==> src/rtl/mult_div_seq.sv <==
// Sequential signed 32-bit divider: restoring algorithm on magnitudes, one
// quotient bit per clock, with zero-divisor and signed-overflow detection.
module mult_div_seq (
  input  logic        clock,
  input  logic        reset,
  input  logic [31:0] data_operandA,
  input  logic [31:0] data_operandB,
  input  logic        ctrl_DIV,
  output logic [31:0] data_result,
  output logic        data_exception,
  output logic        data_resultRDY
);

  typedef enum logic [1:0] {IDLE, BUSY, DONE} state_t;

  state_t      state_q, state_d;
  logic [5:0]  cnt_q, cnt_d;
  logic [31:0] rem_q, rem_d;
  logic [31:0] quo_q, quo_d;
  logic [31:0] dvs_q, dvs_d;
  logic [31:0] res_q, res_d;
  logic        sign_q, sign_d;
  logic        err_q, err_d;
  logic        exc_q, exc_d;

  logic [32:0] rem_sh, trial;
  logic [31:0] mag_a, mag_b;

  // Two's-complement negation of 0x80000000 yields 0x80000000, i.e. unsigned 2^31.
  assign mag_a = data_operandA[31] ? (~data_operandA + 32'd1) : data_operandA;
  assign mag_b = data_operandB[31] ? (~data_operandB + 32'd1) : data_operandB;

  // The dividend sits in quo_q and shifts out of its MSB into the remainder.
  assign rem_sh = {rem_q, quo_q[31]};
  assign trial  = rem_sh - {1'b0, dvs_q};

  always_comb begin
    state_d = state_q;
    cnt_d   = cnt_q;
    rem_d   = rem_q;
    quo_d   = quo_q;
    dvs_d   = dvs_q;
    res_d   = res_q;
    sign_d  = sign_q;
    err_d   = err_q;
    exc_d   = exc_q;
    if (ctrl_DIV) begin
      state_d = BUSY;
      cnt_d   = 6'd0;
      rem_d   = 32'd0;
      quo_d   = mag_a;
      dvs_d   = mag_b;
      sign_d  = data_operandA[31] ^ data_operandB[31];
      err_d   = (data_operandB == 32'd0) ||
                (data_operandA == 32'h8000_0000 && data_operandB == 32'hFFFF_FFFF);
    end else begin
      case (state_q)
        BUSY: begin
          if (err_q) begin
            state_d = DONE;
            res_d   = 32'd0;
            exc_d   = 1'b1;
          end else if (cnt_q == 6'd32) begin
            state_d = DONE;
            res_d   = sign_q ? (~quo_q + 32'd1) : quo_q;
            exc_d   = 1'b0;
          end else begin
            // Remainder stays below the divisor, so 32 bits hold the kept value.
            rem_d = trial[32] ? rem_sh[31:0] : trial[31:0];
            quo_d = {quo_q[30:0], ~trial[32]};
            cnt_d = cnt_q + 6'd1;
          end
        end
        DONE:    state_d = IDLE;
        default: state_d = IDLE;
      endcase
    end
  end

  always_ff @(posedge clock) begin
    if (reset) begin
      state_q <= IDLE;
      cnt_q   <= 6'd0;
      rem_q   <= 32'd0;
      quo_q   <= 32'd0;
      dvs_q   <= 32'd0;
      res_q   <= 32'd0;
      sign_q  <= 1'b0;
      err_q   <= 1'b0;
      exc_q   <= 1'b0;
    end else begin
      state_q <= state_d;
      cnt_q   <= cnt_d;
      rem_q   <= rem_d;
      quo_q   <= quo_d;
      dvs_q   <= dvs_d;
      res_q   <= res_d;
      sign_q  <= sign_d;
      err_q   <= err_d;
      exc_q   <= exc_d;
    end
  end

  assign data_result    = res_q;
  assign data_exception = exc_q;
  assign data_resultRDY = (state_q == DONE);

endmodule

==> config.mk <==
export PLATFORM = sky130hd
export DESIGN_NAME = mult_div_seq
export DESIGN_NICKNAME = d
export VERILOG_FILES = /design/src/rtl/mult_div_seq.sv
export SDC_FILE = /design/constraint.sdc
export NUM_CORES = 1
export LEC_CHECK = 0
export CORE_UTILIZATION = 37
export CTS_CLUSTER_SIZE = 20
export DETAILED_ROUTE_END_ITERATION = 7
export PLACE_DENSITY_LB_ADDON = 0.05
export SLEW_MARGIN = 0
export SYNTH_ARGS = -nofsm -noshare
export SYNTH_HDL_FRONTEND = slang
export SYNTH_SLANG_ARGS = --single-unit
==> constraint.sdc <==
create_clock -name clock -period 3.5 [get_ports clock]
set_clock_uncertainty 0.1 [all_clocks]
set_input_delay 0.875 -clock clock [delete_from_list [all_inputs] [get_ports clock]]
set_output_delay 0.875 -clock clock [all_outputs]
set_load 0.005 [all_outputs]
* After elaboration in Yosys (flattened, before gate mapping) *
Cells that the tools add are included.

cells by class
  reduce and logical (&&, ||, !) cells = 10
  eq/ne operators = 8
  mux-type cells = 16
  add/sub/neg operators = 5
  bitwise logic cells = 9

operator list
  kind                     number
  $mux W32                 10
  $add A32 B1 Y32 const B  3
  $not A32 Y32             3
  $eq A32 B32 Y1 const B   2
  $sub A33 B32 Y33         1
  $logic_not A32 Y1        1
  $reduce_and A3 Y1        3
  $add A6 B1 Y6 const B    1
  $eq A6 B6 Y1 const B     1
  $not A1 Y1               5
  $mux W1                  4
  $mux W2                  2
  $ne A2 B2 Y1 const B     2
  $ne A4 B4 Y1 const B     1
  $reduce_bool A2 Y1       2
  $reduce_or A3 Y1         1
  $eq A2 B1 Y1 const B     1
  $eq A2 B2 Y1 const B     1
  $reduce_or A2 Y1         1
  $logic_and A1 B1 Y1      1
  $logic_or A1 B1 Y1       1
  $xor A1 B1 Y1            1

word-level totals
  register bits = 139
  input bits = 67
  logic and storage cells = 58

* Longest topological paths before layout *
  depth in word-level cells = 6
  mapped depth = 14
  mapped depth without buffers = 12

* Worst setup path after synthesis *
Ideal clock, no wire load.

  kind = input -> register
  from = input port data_operandA[5]
  to = register quo_q[26]
  required time = 3,314 ps
  cell stages on the path = 9
  setup slack = 226 ps
  arrival = 3,089 ps
  cell sequence = nor4_1 > nand2_1 > or4_4 > or4_1 > nand2b_1 > nand2b_4 > o31ai_2 > xor2_1 > a211oi_1

between the ends
  longest elaborated chain between the ends = 4

ends and longest elaborated chain
  element                 RTL line  source
  start: declaration      6         input logic [31:0] data_operandA,
  $not A32 Y32            30        assign mag_a = data_operandA[31] ? (~data_operandA + 32'd1) : data_operandA;
  $add A32 B1 Y32         30
  $mux W32                30
  $mux W32                47        if (ctrl_DIV) begin
  end signal: assignment  95        quo_q <= quo_d;
  end: declaration        19        logic [31:0] quo_q, quo_d;

No other way between the ends.
A chain may end at the register's enable or synchronous reset.

* Worst setup path in the final report *
  from = input port data_operandA[4]
  to = register quo_q[26]

Same word-level chain as after synthesis.

==> results.md <==
* Commonest cells after routing, fill and taps aside: 139 x dfxtp_1, 132 x nand2_1, 128 x nor2_1
* Worst Setup EP: quo_q[26]
* Synth Area in Compound Gates at around 25%
* Vias in the first global route at 7608
* Remaining DRCs at 0
* Critical R2R Launch: quo_q[31]
* Leak at 0.00427 uW
* Initial Util at 38.1%
* CP Data Arrival Time at around 3.5 ns
* CTS sink count at 139
* Clock Pin Slew Worst Setup and Hold Paths at about 0.060 ns
* Final hold violations at 0
* Die area at 25000 um2
* Fin util at approximately half
* H-tree depth at 4
* Synth Area in Adders at 5.49%
* Worst r2r dst: rem_q[5]
* Synthesized cell area at 9020 um2
* Dominant cells by area after synthesis: dfxtp_1 31%, xnor2_1 5.8%, xor2_1 5.7%, nand2_1 5.5%, nor2_1 5.3%
* Max VDD drop at 349 uV
* Post-DP HPWL at slightly below 20000 um
* Synthesis Warnings at 0
* Power Total at around 4900 uW
* Post-synthesis mux area share at between 1 and 1.5%
* Commonest non-fill, non-tap cell in the layout: dfxtp_1
* Clock buffer count from CTS at 17
* Post-synth top area share at 30.8%
* CTS tree: built
* Share of layout cells above drive strength 1 at 9.78%
* First-pass DRT Iterations at 5
* Dominant synthesized flop cell: dfxtp_1
* RSZ-0062 raised after global routing: no
* Clock Path Buffers at 2
* Async S/R FF share, synth at 0%
* Global-route wire length before repair at 41600 um
* DR iter-0 viols at around 550
* Worst EP required at 3.68 ns
* Syn_nets at about 1300
* Core Box Area at 23700 um2
* Main combinational cell family by area after synthesis: compound AO/OA/AOI/OAI gates
* Placed cell area at 10700 um2
* Vias per inst at roughly 5.3
* Hold-fix buffers, CTS at 0
* Final setup viols at 0
* Tcrit/Tclk final at 94.7%
* Final max-slew violation count at 0
* Post-layout min period at 3.32 ns
* P&R area growth vs syn at 26.4%
* Filler cells at 2433
* DR WL/cell at between 15 and 20 um
* Worst Setup SP: data_operandA[4]
* Routed WL at 26000 um
* Worst reg-to-reg setup slack at between 0.2 and 0.25 ns
* Crit path max fanout at 5
* Synth cell types at 62
* Post-synth top area cell: dfxtp_1
* Max Fclk at 302 MHz
* Post-route cell area at about 11000 um2
* Gr ovfl total at 0
* Multi-input logic area at roughly 5900 um2
* Largest net degree at the start of global routing at 133
* Chip width at 158 um
* Total number of vias at 8539
* Seq cells post-synth at 139
* Crit. End Element: register
* Post-layout nets at about 1400
* Simple-gate share of the synthesized area at around a fifth
* Post-Synth XOR/XNOR Area at between 10% and 20%
* Port bufs at 100
* CP startpoint kind: input port
* GR Util All Layers at 21.4%
* Clock root buffer: clkbuf_16
* Ant. Diodes at 0
* Post-synthesis sequential area ratio at 30.8%
* Worst slew pin tran at 1.14 ns
* Global placement routability congestion at between 0.8 and 0.9
* Pwr/cell area at 431 nW/um2
* CP Class: input port to register
* Max cap viols at 0
* FP Rows at 56
* I/O pin count at around 100
* Post-synthesis cell count at approximately 1200
* Setup TNS at 0 ns
* Relative slew margins at 24.1%
* Initial antenna violation count at 0
* Die Y at 158 um
* Clk_lat worst skew at 0.42 ns
* EDFF count, synth at 0
* Routed Antenna Nets at 0
* Mean Syn Cell Area at 7.70 um2
* Storage cell area at 2780 um2
* Hold WC Path Type: register to register
* Reg2Reg Depth at 12
* Status: finished, final reports clean
power breakdown:
| group | internal [uW] | switching, uW |
|---|---|---|
| clock network | 1270 | 752 |
| logic | 507 | 630 |
| registers | 1660 | 97.8 |
registers in the layout, summed over array words and instances, names as in the netlist:
name            flops
quo_q              32
data_exception      1
err_q               1
cnt_q               6
dvs_q              32
state_q             2
sign_q              1
rem_q              32
data_result        32
cell families (layout without fill, tap and decap cells):
family,count (synthesis),count (layout)
buffers and inverters,117,244
multiplexers,11,11
AO/OA/AOI/OAI,345,345
flip-flops,139,139
AND/OR/NAND/NOR,400,400
adder cells (fa/ha/maj),39,39
XOR/XNOR,120,120
critical path, cell delays in order:
cell	delay [ns]
clkdlybuf4s50_1	0.46
nor4_4	0.28
nand2_1	0.11
or4_4	0.43
or4_1	0.50
nand2b_4	0.17
nand2b_4	0.19
o31ai_2	0.20
xor2_1	0.20
a211oi_2	0.09
final cells by class:
type,instances,area share [%]
Sequential cell,139,24.4
Tap cell,319,3.50
Inverter,45,1.48
Clock inverter,13,1.89
Multi-Input combinational cell,915,51.3
Timing Repair Buffer,167,13.6
Clock buffer,19,3.80
how the worst min path moves through the flow:
stage	to	slack (ns)	startpoint	cells past startpoint
4_1_cts	dvs_q[14]	0.39	dvs_q[14]	2
6_report	dvs_q[14]	0.38	dvs_q[14]	2
5_1_grt	dvs_q[3]	0.40	dvs_q[3]	2
3_3_place_gp	data_result[3]	0.37	data_result[3]	2
2_1_floorplan	cnt_q[5]	0.36	cnt_q[5]	2
3_5_place_dp	dvs_q[7]	0.38	dvs_q[7]	2
through the flow:
stage               std cells  hold WS [ns]  worst slack, ns
global placement         1583         0.367           -0.363
global route             1617         0.401           0.0317
finish                   1617         0.384            0.185
detailed placement       1583         0.378           -0.370
floorplan                1171         0.359            0.226
CTS                      1615         0.389           0.0812
repair_timing:
item	4_1_cts	5_1_grt
setup buffers	0	2
hold endpoints to repair	0	0
setup endpoints to repair	0	18
resized for setup	0	8
cells in the mapped netlist (15+ instances only):
master      n
clkbuf_1   63
nor2_1    128
nand4_1    15
nand2_1   132
ha_1       38
xor2_1     59
dfxtp_1   139
a211oi_1   58
o21ai_0    61
xnor2_1    60
nor3_1     20
a21oi_1    83
a22oi_1    22
o31ai_1    22
inv_1      45
nand3_1    21
a31oi_1    20
routing by layer:
metal  share of wire, %  GRT usage, %
met1                 57          35.2
met2                 38          28.0
met3                4.2          3.20
met4               0.68          4.53
met5                  0             0
No activity file was read; power rests on OpenSTA's default activity.
